`config.mk`:
```
export PLATFORM = sky130hd
export DESIGN_NAME = hyper_block_mover
export DESIGN_NICKNAME = d
export VERILOG_FILES = /design/src/rtl/hyperfabric_pkg.sv /design/src/rtl/hbm_skid_fifo.sv /design/src/rtl/hyper_block_mover.sv
export SDC_FILE = /design/constraint.sdc
export NUM_CORES = 1
export LEC_CHECK = 0
export BUFFER_PORTS_ARGS = -buffer_cell sky130_fd_sc_hd__buf_4
export CAP_MARGIN = 5
export CORE_MARGIN = 2
export CORE_UTILIZATION = 25
export DETAILED_ROUTE_END_ITERATION = 7
export GPL_ROUTABILITY_DRIVEN = 0
export PLACE_DENSITY = 0.4
export RECOVER_POWER = 25
export SLEW_MARGIN = 20
export SYNTH_ARGS = -nofsm -noshare
export SYNTH_HDL_FRONTEND = slang
export SYNTH_SLANG_ARGS = --single-unit
```
`constraint.sdc`:
```
create_clock -name CLK -period 5 [get_ports CLK]
set_input_delay 1 -clock CLK [delete_from_list [all_inputs] [get_ports CLK]]
set_output_delay 1 -clock CLK [all_outputs]
set_load 0.02 [all_outputs]
```
`src/rtl/hyperfabric_pkg.sv`:
```
// rtl/hyperfabric_pkg.sv - shared encodings, FSM states and ANCILL layout for the block mover
package hyperfabric_pkg;

  localparam int ADDR_W = 9;

  localparam logic [1:0] MODE_IDLE = 2'b00;
  localparam logic [1:0] MODE_WR   = 2'b01;
  localparam logic [1:0] MODE_RD   = 2'b10;

  typedef enum logic [2:0] {
    ST_IDLE,
    ST_WR,
    ST_RD,
    ST_DRAIN,
    ST_DONE
  } hbm_state_e;

  // BLCK_ANCILL = {section[1:0], dir, count_req[5:0], stall_cnt[15:0]}
  localparam int ANC_STALL_LSB   = 0;
  localparam int ANC_COUNT_LSB   = 16;
  localparam int ANC_DIR_BIT     = 22;
  localparam int ANC_SECTION_LSB = 23;
  localparam int ANC_W           = 25;

  function automatic logic [ADDR_W-1:0] beat_addr(input logic [ADDR_W-1:0] start,
                                                  input logic [5:0]        n);
    return start + {3'b000, n};
  endfunction

endpackage

```
`src/rtl/hbm_skid_fifo.sv`:
```
// rtl/hbm_skid_fifo.sv - synchronous skid FIFO with push/pop/flush and occupancy
module hbm_skid_fifo #(
  parameter int DW    = 32,
  parameter int DEPTH = 4
) (
  input  logic                   CLK,
  input  logic                   RST,
  input  logic                   push,
  input  logic [DW-1:0]          push_data,
  input  logic                   pop,
  input  logic                   flush,
  output logic [DW-1:0]          head_data,
  output logic                   empty,
  output logic [$clog2(DEPTH):0] occupancy
);

  localparam int AW = $clog2(DEPTH);

  logic [DW-1:0] slot_q [DEPTH];
  logic [AW:0]   wr_ptr_q, wr_ptr_d;
  logic [AW:0]   rd_ptr_q, rd_ptr_d;

  // Pointers carry one extra wrap bit so full and empty stay distinguishable.
  always_comb begin
    wr_ptr_d = wr_ptr_q;
    rd_ptr_d = rd_ptr_q;
    if (flush) begin
      wr_ptr_d = '0;
      rd_ptr_d = '0;
    end else begin
      if (push) wr_ptr_d = wr_ptr_q + (AW+1)'(1);
      if (pop)  rd_ptr_d = rd_ptr_q + (AW+1)'(1);
    end
  end

  always_ff @(posedge CLK) begin
    if (RST) begin
      wr_ptr_q <= '0;
      rd_ptr_q <= '0;
    end else begin
      wr_ptr_q <= wr_ptr_d;
      rd_ptr_q <= rd_ptr_d;
    end
  end

  always_ff @(posedge CLK) begin
    if (push && !flush) slot_q[wr_ptr_q[AW-1:0]] <= push_data;
  end

  assign head_data = slot_q[rd_ptr_q[AW-1:0]];
  assign empty     = (wr_ptr_q == rd_ptr_q);
  assign occupancy = wr_ptr_q - rd_ptr_q;

endmodule

```
`src/rtl/hyper_block_mover.sv`:
```
// rtl/hyper_block_mover.sv - Gremlin block-mover responder between page buffer and switch streams
// Optional no-progress watchdog: define BLOCK_MOVER_WATCHDOG_EN.
module hyper_block_mover
  import hyperfabric_pkg::*;
#(
  parameter int DW         = 32,
  parameter int RD_LAT     = 2,
  parameter int SKID_DEPTH = 4
) (
  input  logic              CLK,
  input  logic              RST,
  input  logic [1:0]        MODE,
  input  logic              BLCK_ISSUE,
  input  logic [ADDR_W-1:0] BLCK_START,
  input  logic [5:0]        BLCK_COUNT_REQ,
  input  logic [1:0]        BLCK_SECTION,
  output logic              BLCK_WORKING,
  output logic [5:0]        BLCK_COUNT_SENT,
  output logic              BLCK_IRQ,
  output logic              BLCK_ABRUPT_STOP,
  output logic              BLCK_FRDRAM_DEVERR,
  output logic [ANC_W-1:0]  BLCK_ANCILL,
  input  logic              IN_VALID,
  output logic              IN_READY,
  input  logic [DW-1:0]     IN_DATA,
  input  logic              IN_LAST,
  input  logic              IN_IRQ,
  output logic              OUT_VALID,
  input  logic              OUT_READY,
  output logic [DW-1:0]     OUT_DATA,
  output logic              OUT_LAST,
  output logic [ADDR_W-1:0] MEM_ADDR,
  output logic              MEM_WE,
  output logic              MEM_RE,
  output logic [DW-1:0]     MEM_WDATA,
  input  logic [DW-1:0]     MEM_RDATA,
  input  logic              MEM_ERR
);

  localparam int OCC_W = $clog2(SKID_DEPTH) + 1;

  hbm_state_e        state_q, state_d;
  logic [ADDR_W-1:0] start_q, start_d;
  logic [5:0]        req_q, req_d;
  logic [5:0]        sent_q, sent_d;
  logic [5:0]        issued_q, issued_d;
  logic [1:0]        section_q, section_d;
  logic              dir_q, dir_d;
  logic              irq_q, irq_d;
  logic              abrupt_q, abrupt_d;
  logic              deverr_q, deverr_d;
  logic [15:0]       stall_q, stall_d;
  logic [RD_LAT-1:0] rv_q, rv_d;

  logic              fifo_push, fifo_pop, fifo_flush, fifo_empty;
  logic [DW-1:0]     fifo_head;
  logic [OCC_W-1:0]  fifo_occ;
  logic [7:0]        outstanding;
  logic              ret_valid, err_now, abort_now, wd_expired;
  logic              in_fire, out_fire, active;

  hbm_skid_fifo #(.DW(DW), .DEPTH(SKID_DEPTH)) u_skid (
    .CLK       (CLK),
    .RST       (RST),
    .push      (fifo_push),
    .push_data (MEM_RDATA),
    .pop       (fifo_pop),
    .flush     (fifo_flush),
    .head_data (fifo_head),
    .empty     (fifo_empty),
    .occupancy (fifo_occ)
  );

  assign active = (state_q == ST_WR) || (state_q == ST_RD);

`ifdef BLOCK_MOVER_WATCHDOG_EN
  logic [11:0] wd_q, wd_d;
  logic        progress;

  assign progress = in_fire || out_fire || ret_valid;

  always_comb begin
    wd_d = '0;
    if (active) wd_d = progress ? 12'd0 : wd_q + 12'd1;
  end

  always_ff @(posedge CLK) begin
    if (RST) wd_q <= '0;
    else     wd_q <= wd_d;
  end

  assign wd_expired = active && (wd_q == 12'hFFF);
`else
  assign wd_expired = 1'b0;
`endif

  // rv_q tracks reads in flight; the oldest stage lines up with MEM_RDATA.
  always_comb begin
    outstanding = '0;
    for (int i = 0; i < RD_LAT; i++) outstanding = outstanding + {7'd0, rv_q[i]};
  end

  assign ret_valid = rv_q[RD_LAT-1];
  assign abort_now = active && ((MODE == MODE_IDLE) || wd_expired);
  assign err_now   = (state_q == ST_RD) && ret_valid && MEM_ERR;

  always_comb begin
    IN_READY  = (state_q == ST_WR) && !abort_now;
    in_fire   = IN_READY && IN_VALID;
    OUT_VALID = (state_q == ST_RD) && !fifo_empty && !abort_now;
    out_fire  = OUT_VALID && OUT_READY;
    OUT_LAST  = OUT_VALID && (sent_q + 6'd1 == req_q);
    OUT_DATA  = OUT_VALID ? fifo_head : '0;
    MEM_WE    = in_fire;
    MEM_WDATA = in_fire ? IN_DATA : '0;
    MEM_RE    = (state_q == ST_RD) && !abort_now && !err_now && (issued_q < req_q)
                && ((outstanding + 8'(fifo_occ)) < 8'(SKID_DEPTH));
    MEM_ADDR  = '0;
    if (MEM_WE)      MEM_ADDR = beat_addr(start_q, sent_q);
    else if (MEM_RE) MEM_ADDR = beat_addr(start_q, issued_q);
    fifo_pop  = out_fire;
    rv_d[0]   = MEM_RE;
    for (int i = 1; i < RD_LAT; i++) rv_d[i] = rv_q[i-1];
  end

  always_comb begin
    state_d    = state_q;
    start_d    = start_q;
    req_d      = req_q;
    sent_d     = sent_q;
    issued_d   = issued_q;
    section_d  = section_q;
    dir_d      = dir_q;
    irq_d      = irq_q;
    abrupt_d   = abrupt_q;
    deverr_d   = deverr_q;
    stall_d    = stall_q;
    fifo_push  = 1'b0;
    fifo_flush = 1'b0;
    case (state_q)
      ST_IDLE, ST_DONE: begin
        if (BLCK_ISSUE) begin
          start_d   = BLCK_START;
          req_d     = BLCK_COUNT_REQ;
          section_d = BLCK_SECTION;
          dir_d     = (MODE == MODE_RD);
          sent_d    = '0;
          issued_d  = '0;
          irq_d     = 1'b0;
          abrupt_d  = 1'b0;
          deverr_d  = 1'b0;
          stall_d   = '0;
          if (MODE != MODE_WR && MODE != MODE_RD) begin
            abrupt_d = 1'b1;
            state_d  = ST_DONE;
          end else if (BLCK_COUNT_REQ == 6'd0) begin
            state_d = ST_DONE;
          end else begin
            state_d = (MODE == MODE_WR) ? ST_WR : ST_RD;
          end
        end
      end
      ST_WR: begin
        if (!IN_VALID && stall_q != 16'hFFFF) stall_d = stall_q + 16'd1;
        if (abort_now) begin
          abrupt_d = 1'b1;
          state_d  = ST_DONE;
        end else if (in_fire) begin
          sent_d = sent_q + 6'd1;
          irq_d  = IN_IRQ;
          if (sent_q + 6'd1 == req_q) begin
            state_d = ST_DONE;
          end else if (IN_LAST) begin
            abrupt_d = 1'b1;
            state_d  = ST_DONE;
          end
        end
      end
      ST_RD: begin
        if (OUT_VALID && !OUT_READY && stall_q != 16'hFFFF) stall_d = stall_q + 16'd1;
        if (MEM_RE)   issued_d = issued_q + 6'd1;
        if (out_fire) sent_d   = sent_q + 6'd1;
        if (abort_now) begin
          abrupt_d = 1'b1;
          state_d  = ST_DRAIN;
        end else if (err_now) begin
          deverr_d = 1'b1;
          state_d  = ST_DRAIN;
        end else begin
          fifo_push = ret_valid;
          if (sent_q == req_q && fifo_empty) state_d = ST_DONE;
        end
      end
      ST_DRAIN: begin
        // Late returns are dropped; the FIFO is discarded once nothing is in flight.
        if (outstanding == 8'd0) begin
          fifo_flush = 1'b1;
          state_d    = ST_DONE;
        end
      end
      default: state_d = ST_IDLE;
    endcase
  end

  always_ff @(posedge CLK) begin
    if (RST) begin
      state_q   <= ST_IDLE;
      start_q   <= '0;
      req_q     <= '0;
      sent_q    <= '0;
      issued_q  <= '0;
      section_q <= '0;
      dir_q     <= 1'b0;
      irq_q     <= 1'b0;
      abrupt_q  <= 1'b0;
      deverr_q  <= 1'b0;
      stall_q   <= '0;
      rv_q      <= '0;
    end else begin
      state_q   <= state_d;
      start_q   <= start_d;
      req_q     <= req_d;
      sent_q    <= sent_d;
      issued_q  <= issued_d;
      section_q <= section_d;
      dir_q     <= dir_d;
      irq_q     <= irq_d;
      abrupt_q  <= abrupt_d;
      deverr_q  <= deverr_d;
      stall_q   <= stall_d;
      rv_q      <= rv_d;
    end
  end

  always_comb begin
    BLCK_ANCILL = '0;
    BLCK_ANCILL[ANC_STALL_LSB +: 16]  = stall_q;
    BLCK_ANCILL[ANC_COUNT_LSB +: 6]   = req_q;
    BLCK_ANCILL[ANC_DIR_BIT]          = dir_q;
    BLCK_ANCILL[ANC_SECTION_LSB +: 2] = section_q;
  end

  assign BLCK_WORKING       = active || (state_q == ST_DRAIN);
  assign BLCK_COUNT_SENT    = sent_q;
  assign BLCK_IRQ           = irq_q;
  assign BLCK_ABRUPT_STOP   = abrupt_q;
  assign BLCK_FRDRAM_DEVERR = deverr_q;

endmodule

```
; ---- Word level (Yosys, flattened, before mapping)
; Memory sizes are Yosys's and may differ from the RTL's. A register that Yosys moved wholly into a read port is not among the register bits.
; Cells that the tools add are included.
[word_totals]
register_bits = 60
ram_bits = 128
out_inout_bits = 113
elab_cells = 151
memories = 1
[memory_table]
columns = name, words, word_bits, rd, rd_ports_with_merged_regs, write_ports, line
row1 = u_skid.slot_q, 4, 32, 1, 1, 1, hbm_skid_fifo.sv:19  ; logic [DW-1:0] slot_q [DEPTH];
[op_classes]
n_addsub = 10
n_lt_le_gt_ge = 2
n_eq_ne = 28
n_mux = 52
n_reduce_logical = 44
[ops]
columns = cell, n
row1 = 32-bit 2-to-1 mux, 2
row2 = 16-bit 2-to-1 mux, 3
row3 = 16-bit case mux with 3 select lines, 1
row4 = 3-bit 2-to-1 mux, 11
row5 = 6-bit 2-to-1 mux, 5
row6 = "2-bit != test, second input constant", 10
row7 = 1-bit logical AND, 19
row8 = 1-bit 2-to-1 mux, 19
row9 = 9-bit by 6-bit adder with 9-bit output, 2
row10 = 9-bit 2-to-1 mux, 2
row11 = 6-bit case mux with 3 select lines, 1
row12 = "16-bit by 1-bit adder with 16-bit output, second input constant", 1
row13 = "16-bit != test, second input constant", 1
row14 = "6-bit by 1-bit adder with 6-bit output, second input constant", 2
row15 = 6-bit equality test, 2
row16 = 3-bit case mux with 4 select lines, 1
row17 = 6-bit case mux with 2 select lines, 1
row18 = 4-bit AND reduction, 3
row19 = 5-bit AND reduction, 2
row20 = "3-bit != test, second input constant", 3
row21 = 8-bit zero test, 1
row22 = "4-bit by 3-bit != test with 1-bit output, second input constant", 2
row23 = "3-bit by 1-bit adder with 3-bit output, second input constant", 2
row24 = "3-bit by 2-bit equality test with 1-bit output, second input constant", 2
row25 = 25 further kinds, 38

; ---- Logic depth before layout (Yosys ltp)
; Gate-level depths: netlist of run 1.
[logic_depth]
ltp_word = 10
mapped_depth = 13

; ---- Hierarchy
; A second synthesis of run 1 with hierarchy kept.
[hier_totals]
cells_unflattened = 740
hier_area_um2 = 9091.2
[by_module_without_submodules]
columns = module, n_inst, cells_per_inst, area_each_um2
row1 = hbm_skid_fifo, 1, 216, 5117.4
row2 = hyper_block_mover, 1, 524, 3973.8

; ---- Worst setup path before layout of run 1
; OpenSTA, ideal clock, no wires.
[synth_path]
path_type = input -> output
from = in MODE[0]
to = out MEM_ADDR[8]
arrival_time_ns = 2.920
t_required_ns = 4.000
path_slack_ns = 1.080
path_stages = 10
n_path_buf = 1
cell_sequence = inv_1 > ha_1 > a21oi_1 > and4_1 > o221ai_2 > or2_1 > buf_2 > clkinv_1 > nand4_1 > a32oi_1
[synth_via]
elab_chain_cells = 9
elab_cells_between_ends = 11
[synth_lines]
columns = element, line
row1 = from (decl), hyper_block_mover.sv:12  ; input logic [1:0] MODE,
row2 = 2-bit zero test, hyper_block_mover.sv:104  ; assign abort_now = active && ((MODE == MODE_IDLE) || wd_expired);
row3 = 1-bit logical AND, hyper_block_mover.sv:104
row4 = 1-bit zero test, hyper_block_mover.sv:116  ; MEM_RE = (state_q == ST_RD) && !abort_now && !err_now && (issued_q < req_q)
row5 = 1-bit logical AND (3 in a row), hyper_block_mover.sv:116
row6 = 1-bit logical AND, hyper_block_mover.sv:117  ; && ((outstanding + 8'(fifo_occ)) < 8'(SKID_DEPTH));
row7 = named net MEM_RE, hyper_block_mover.sv:34  ; output logic MEM_RE,
row8 = 9-bit 2-to-1 mux, hyper_block_mover.sv:120  ; else if (MEM_RE) MEM_ADDR = beat_addr(start_q, issued_q);
row9 = 9-bit 2-to-1 mux, hyper_block_mover.sv:119  ; if (MEM_WE) MEM_ADDR = beat_addr(start_q, sent_q);
row10 = to (decl), hyper_block_mover.sv:32  ; output logic [ADDR_W-1:0] MEM_ADDR,
; The timed path passes the listed nets, and every way through them passes these cells.

; ---- Worst setup path after layout of run 1
[layout_path]
from = reg u_skid.wr_ptr_q[0]
to = out MEM_ADDR[6]
[layout_via]
elab_chain_cells = 6
[layout_lines]
columns = element, line
row1 = from (decl), hbm_skid_fifo.sv:20  ; logic [AW:0] wr_ptr_q, wr_ptr_d;
row2 = from (signal assigned), hbm_skid_fifo.sv:41  ; wr_ptr_q <= wr_ptr_d;
row3 = 3-bit subtractor, hbm_skid_fifo.sv:52  ; assign occupancy = wr_ptr_q - rd_ptr_q;
row4 = 2-bit by 3-bit adder with 4-bit output, hyper_block_mover.sv:117
row5 = 4-bit by 3-bit less-than comparator with 1-bit output, hyper_block_mover.sv:117
row6 = 1-bit logical AND, hyper_block_mover.sv:117
row7 = 9-bit 2-to-1 mux, hyper_block_mover.sv:120
row8 = 9-bit 2-to-1 mux, hyper_block_mover.sv:119
; No other way between the ends.

==> results of run 1 <==
cell type report:
class	instances	area [µm²]
Clock buffer	17	425
Clock inverter	15	144
Fill cell	3746	24700
Inverter	29	109
Multi-Input combinational cell	479	3790
Sequential cell	190	5090
Tap cell	468	586
Timing Repair Buffer	212	1490
sequential cells by signal (all words and copies together) (netlist names), 2 cells and up, named ones only:
| name | cells |
|---|---|
| start_q | 9 |
| section_q | 2 |
| u_skid.slot_q | 128 |
| req_q | 6 |
| stall_q | 16 |
| u_skid.rd_ptr_q | 3 |
| u_skid.wr_ptr_q | 3 |
| BLCK_COUNT_SENT | 6 |
| state_q | 3 |
| rv_q | 2 |
| issued_q | 6 |
worst register-to-register path: stages (launching register included):
cell,delay (ns)
dfxtp_1,0.56
nand2b_1,0.23
nand2b_1,0.26
nor4_2,0.50
and2_2,0.94
cell usage in the layout, fill, tap and decap left out, types with 5 or more instances in the layout:
master,netlist,final
buf_4,1,184
edfxtp_1,128,128
and3_1,68,68
nand2_1,61,61
dfxtp_1,62,60
nor2_1,50,50
a21oi_1,45,45
ha_1,33,33
xnor2_1,32,32
mux4_2,32,32
clkbuf_1,29,28
inv_1,27,27
nand3_1,19,19
clkbuf_16,0,17
o21ai_0,12,12
xor2_1,12,12
nand4_1,8,8
o22ai_1,7,7
a21o_1,7,7
nand2b_1,6,6
nor4_1,6,6
clkinv_4,0,5
power breakdown:
| part | total [mW] | switching [mW] | internal, mW |
|---|---|---|---|
| clock | 1.33 | 0.668 | 0.662 |
| combinational | 0.556 | 0.336 | 0.219 |
| sequential | 1.77 | 0.0635 | 1.70 |
cells by family after synthesis:
kind of cell               share of synthesized area (%)
DFF                                                 55.5
and+or+nand+nor                                     15.8
AOI/OAI and AO/OA                                   7.68
muxes                                               8.30
buffers and inverters                               3.32
adders and majority gates                           5.27
xor gates and xnor gates                            4.20
path summary, 6_finish.rpt:
check / depth (start not counted) / startpoint / to
setup / recovery: 13 / u_skid.wr_ptr_q[0] / MEM_ADDR[6]
hold / removal: 2 / section_q[0] / section_q[0]
hold reg to reg: 2 / section_q[0] / section_q[0]
setup reg to reg: 4 / state_q[1] / u_skid.slot_q[2][8]
routing by layer:
metal	wire length, µm	vias to the layer above
met5	16	-
met1	11500	3151
li1	-	3128
met2	12700	185
met3	1520	17
met4	307	2
stage by stage:
stage | cells | hold WS (ns) | instance area [µm²] | utilization [%]
detailed placement | 1378 | 0.452 | 11200 | 30.7
floorplan | 739 | 0.437 | 9170 | -
CTS | 1410 | 0.463 | 11700 | 32.3
global placement | 1378 | 0.450 | 11200 | 30.7
finish | 1410 | 0.460 | 11600 | 32.0
global route | 1410 | 0.484 | 11600 | 32.0
==> run_results.csv, run 1 <==
group,metric,value,unit
status,outcome,"complete, no violations",
clock_tree,cts_tree,"built",
setup_path,critPathMaxStageDelay,0.41,ns
grt,antenna_found_initial,2,
clock_tree,insertion_delay,0.45,ns
grt,grt_max_degree,38,
final_layout,drive_above_1_share,29.5,%
routing,drc,0,
routing,vias_per_cell,4.60,
clock_tree,root_buffer,"clkbuf_16",
grt,grt_use_met3,3.77,%
power_and_ir_drop,total_power,3.65,mW
timing,finalHoldViolations,0,
job,maxCapViolCount,0,
yosys,synth_edf_count,128,
routing,ant_nets,0,
yosys,ys_seq_area_share,55.5,%
placement,io_buffers,203,
clock_tree,cts_made_buffers,17,
setup_path,cp_data_required_time,4.00,ns
clock_tree,postCtsHoldBufs,0,
setup_path,critPathCaptureType,"output pin",
clock_tree,ctsResizeCount,0,
yosys,synth_nets,866,
floorplanning,rows,70,
routing,dr.pass1.iters,5,
yosys,synth_flop_cell,"edfxtp_1",
floorplanning,pin_count,204,
timing,max_slew_margin,26.0,%
setup_path,cp-start-kind,"flip-flop",
routing,via_count,6483,
timing,worst_slack,0.349,ns
grt,grt_usage,13.8,%
timing,setup-violations-final,0,
final_layout,areaGrowthSynthToFinish,26.8,%
grt,grt_pass1_wl,39.7,mm
final_layout,layout.nets,1056,
grt,grt_overflow,0,
setup_path,critPathKind,"reg2out",
setup_path,critPathSlowestCell,"fa_1",
hold_path,hp-class,"reg2reg",
clock_tree,cts.path.max_buffers,2,
timing,worstMarginPinSlew,1.10,ns
floorplanning,core-area,36300,µm²
floorplanning,die_h,196,µm
placement,hpwl,18.2,mm
power_and_ir_drop,p_leak,4.53,nW
floorplanning,initial_core_util,25.2,%
routing,wl_per_cell,18.5,µm
timing,period_needed,4.65,ns
floorplanning,die_area,38200,µm²
yosys,synthCells,739,
routing,dr.first_iter.drc_count,281,
yosys,netlist_top_cells_count,"edfxtp_1 (128), and3_1 (68), dfxtp_1 (62)",
timing,drv_slew,0,
yosys,yosysTopAreaCell,"edfxtp_1",
yosys,yosysMostFrequentCell,"edfxtp_1",
power_and_ir_drop,peakVddDrop,236,µV
final_layout,n_antenna_cell,0,
timing,min_period_over_period,93.0,%
timing,fmax,215,MHz
setup_path,critPathArrivalTime,3.65,ns
clock_tree,path_clk_slew,0.08,ns
routing,wirelength,26.1,mm
yosys,async_flop_share,0,%
power_and_ir_drop,powerDensity,314,nW/µm²
grt,grt_pass1_vias,6569,
yosys,syn_area_per_cell,12.4,µm²
yosys,syn_area,9170,µm²
yosys,ys_types,71,
yosys,synth_top_area_share,41.9,%
yosys,ys_warn_count,0,
clock_tree,postCtsSetupBuffers,0,
clock_tree,cts_num_sinks,190,
setup_path,critPathBufInv,4,
setup_path,path_cells,"inv_1, ha_1, inv_1, fa_1, ha_1, nand3b_1, and4_1, o221ai_2, or2_1, clkinv_1, a221oi_1, a21oi_1, buf_4",
yosys,yosys-top-cells-area,"edfxtp_1 (42%), dfxtp_1 (14%), mux4_2 (7.9%)",
floorplanning,fp.dieW,196,µm
timing,fin_worst_skew,0.00891,ns
placement,post-place-ws,0.520,ns
grt,grt-busiest-layer,"met2",
timing,tns,0,ns
setup_path,crit_family,"adder cells",
grt,use_met2,23.8,%
clock_tree,htree_levels,4,
yosys,postSynthRegisterBits,190,
setup_path,r2r_slack,2.11,ns
setup_path,cp_max_fo,9,
timing,rsz0062_at_grt,"no",
grt,use_met1,16.8,%
(Power assumes the default switching activity.)
==> run 2: changes to the inputs <==
SYNTH_HIERARCHICAL = 1   (was default)
==> run_results.csv, run 2 <==
group,metric,value,unit
yosys,synth_top_area_share,42.3,%
timing,setup-violations-final,0,
setup_path,critPathMaxStageDelay,0.42,ns
grt,grt_max_degree,38,
final_layout,ff_latch_area,5090,µm²
final_layout,n_antenna_cell,0,
yosys,syn_area,9090,µm²
routing,vias_per_cell,4.50,
setup_path,cp_max_fo,12,
yosys,yosysTopAreaCell,"edfxtp_1",
setup_path,cp_data_required_time,4.00,ns
timing,fin_worst_skew,0.00959,ns
final_layout,largest_reg_flops,128,
final_layout,drive_above_1_share,27.7,%
grt,grt_overflow,0,
final_layout,areaGrowthSynthToFinish,26.7,%
placement,io_buffers,203,
grt,grt_pass1_vias,6349,
yosys,ys_seq_area_share,55.9,%
timing,finalHoldViolations,0,
final_layout,nFillCells,3657,
routing,wl_per_cell,17.5,µm
final_layout,layout.nets,1059,
clock_tree,root_buffer,"clkbuf_16",
clock_tree,cts_made_buffers,17,
power_and_ir_drop,peakVddDrop,229,µV
setup_path,path_cells,"inv_1, ha_1, inv_1, fa_1, ha_1, a2111oi_0, nand2_1, a211o_1, clkinv_1, o21ai_0, nand2_1, mux2_2, buf_4",
placement,dp.cells,1374,
placement,hpwl,17.3,mm
floorplanning,die_h,195,µm
yosys,synthCells,740,
status,outcome,"complete, no violations",
final_layout,multi_input_area,3690,µm²
floorplanning,fp.dieW,195,µm
routing,ant_nets,0,
yosys,synth_edf_count,128,
timing,fmax,226,MHz
final_layout,final_cell_count_no_fill,1406,
final_layout,layout_commonest_cell,"buf_4",
grt,antenna_found_initial,0,
grt,grt_usage,13.2,%
routing,drc,0,
yosys,synth_flop_cell,"edfxtp_1",
clock_tree,path_clk_slew,0.07,ns
clock_tree,cts.path.max_buffers,2,
yosys,postSynthRegisterBits,190,
final_layout,layout_common_cells,"buf_4 (186), edfxtp_1 (128), nand2_1 (64)",
timing,worst_slack,0.568,ns
final_layout,final_cell_area,11500,µm²
setup_path,critPathCaptureType,"output pin",
timing,period_needed,4.43,ns
timing,tns,0,ns
clock_tree,cts_num_sinks,190,
yosys,async_flop_share,0,%
job,maxCapViolCount,0,
clock_tree,htree_levels,4,
floorplanning,pin_count,204,
timing,min_period_over_period,88.6,%
yosys,netlist_top_cells_count,"edfxtp_1 (128), nand2_1 (64), dfxtp_1 (62)",
yosys,yosysMostFrequentCell,"edfxtp_1",
routing,dr.first_iter.drc_count,259,
floorplanning,rows,69,
clock_tree,postCtsHoldBufs,0,
power_and_ir_drop,total_power,3.98,mW
placement,place_area,11100,µm²
routing,dr.pass1.iters,4,
timing,worstMarginPinSlew,0.915,ns
timing,fin_hold_ws,0.461,ns
floorplanning,die_area,37900,µm²
hold_path,hp-class,"reg2reg",
grt,grt_pass1_wl,38.2,mm
timing,rsz0062_at_grt,"no",
yosys,ys_warn_count,6,
timing,drv_slew,0,
clock_tree,ctsResizeCount,0,
setup_path,cp-start-kind,"flip-flop",
power_and_ir_drop,p_leak,4.45,nW
clock_tree,postCtsSetupBuffers,0,
routing,wirelength,24.6,mm
yosys,yosys-top-cells-area,"edfxtp_1 (42%), dfxtp_1 (14%), mux4_2 (7.4%)",
setup_path,critPathSlowestCell,"fa_1",
yosys,synth_nets,867,
floorplanning,initial_core_util,25.5,%
yosys,syn_area_per_cell,12.3,µm²
yosys,ys_types,65,
power_and_ir_drop,powerDensity,346,nW/µm²
setup_path,critPathArrivalTime,3.43,ns
final_layout,final_util,32.3,%
placement,post-place-ws,0.761,ns
setup_path,critPathKind,"reg2out",
routing,via_count,6331,
clock_tree,insertion_delay,0.43,ns
clock_tree,cts_tree,"built",
floorplanning,core-area,35700,µm²
timing,max_slew_margin,39.0,%
## run 2: worst max-delay path, delay by kind of cell (launching register included)
family,cells,cell delay [ns]
AO/OA/AOI/OAI,3,0.87
adder cells (fa/ha/maj),3,0.83
buffers and inverters,4,0.51
flip-flops,1,0.40
AND/OR/NAND/NOR,2,0.22
multiplexers,1,0.15
## run 2: power by group
| group | switching [mW] | total [mW] | leakage, nW | internal (mW) |
|---|---|---|---|---|
| registers | 0.112 | 1.84 | 1.65 | 1.73 |
| logic | 0.505 | 0.829 | 2.53 | 0.324 |
| clock network | 0.618 | 1.31 | 0.265 | 0.696 |
## run 2: final cells by class
class,count,share of cell area (%)
clock buffer,18,3.73
clock inverter,14,1.14
inverter,28,0.913
multi-input combinational,481,32.0
sequential,190,44.2
tap,461,5.01
timing repair buffer,214,13.0
## run 2: cells by family after synthesis
group                    share of synthesized area (%)
AND/OR/NAND/NOR                                   15.2
flip-flops                                        55.9
AO/OA/AOI/OAI                                     7.51
buffers and inverters                             3.78
XOR/XNOR                                          3.85
multiplexers                                      8.46
adder cells (fa/ha/maj)                           5.20
## run 2: layer usage
| layer | GRT usage [%] | vias up | wire, µm |
|---|---|---|---|
| met5 | 0 | - | 0 |
| met4 | 3.70 | 0 | 385 |
| met3 | 3.52 | 17 | 1160 |
| met2 | 22.1 | 134 | 12200 |
| met1 | 16.8 | 3079 | 10800 |
| li1 | - | 3101 | - |
## run 2: path summary, 6_finish.rpt
path | endpoint | depth (start not counted) | startpoint | slack [ns]
worst max register to register | u_skid/slot_q[2][22] | 5 | state_q[1] | 1.90
worst min-delay path | section_q[1] | 2 | section_q[1] | 0.46
worst min register to register | section_q[1] | 2 | section_q[1] | 0.46
worst max-delay path | MEM_ADDR[6] | 13 | u_skid/wr_ptr_q[0] | 0.57
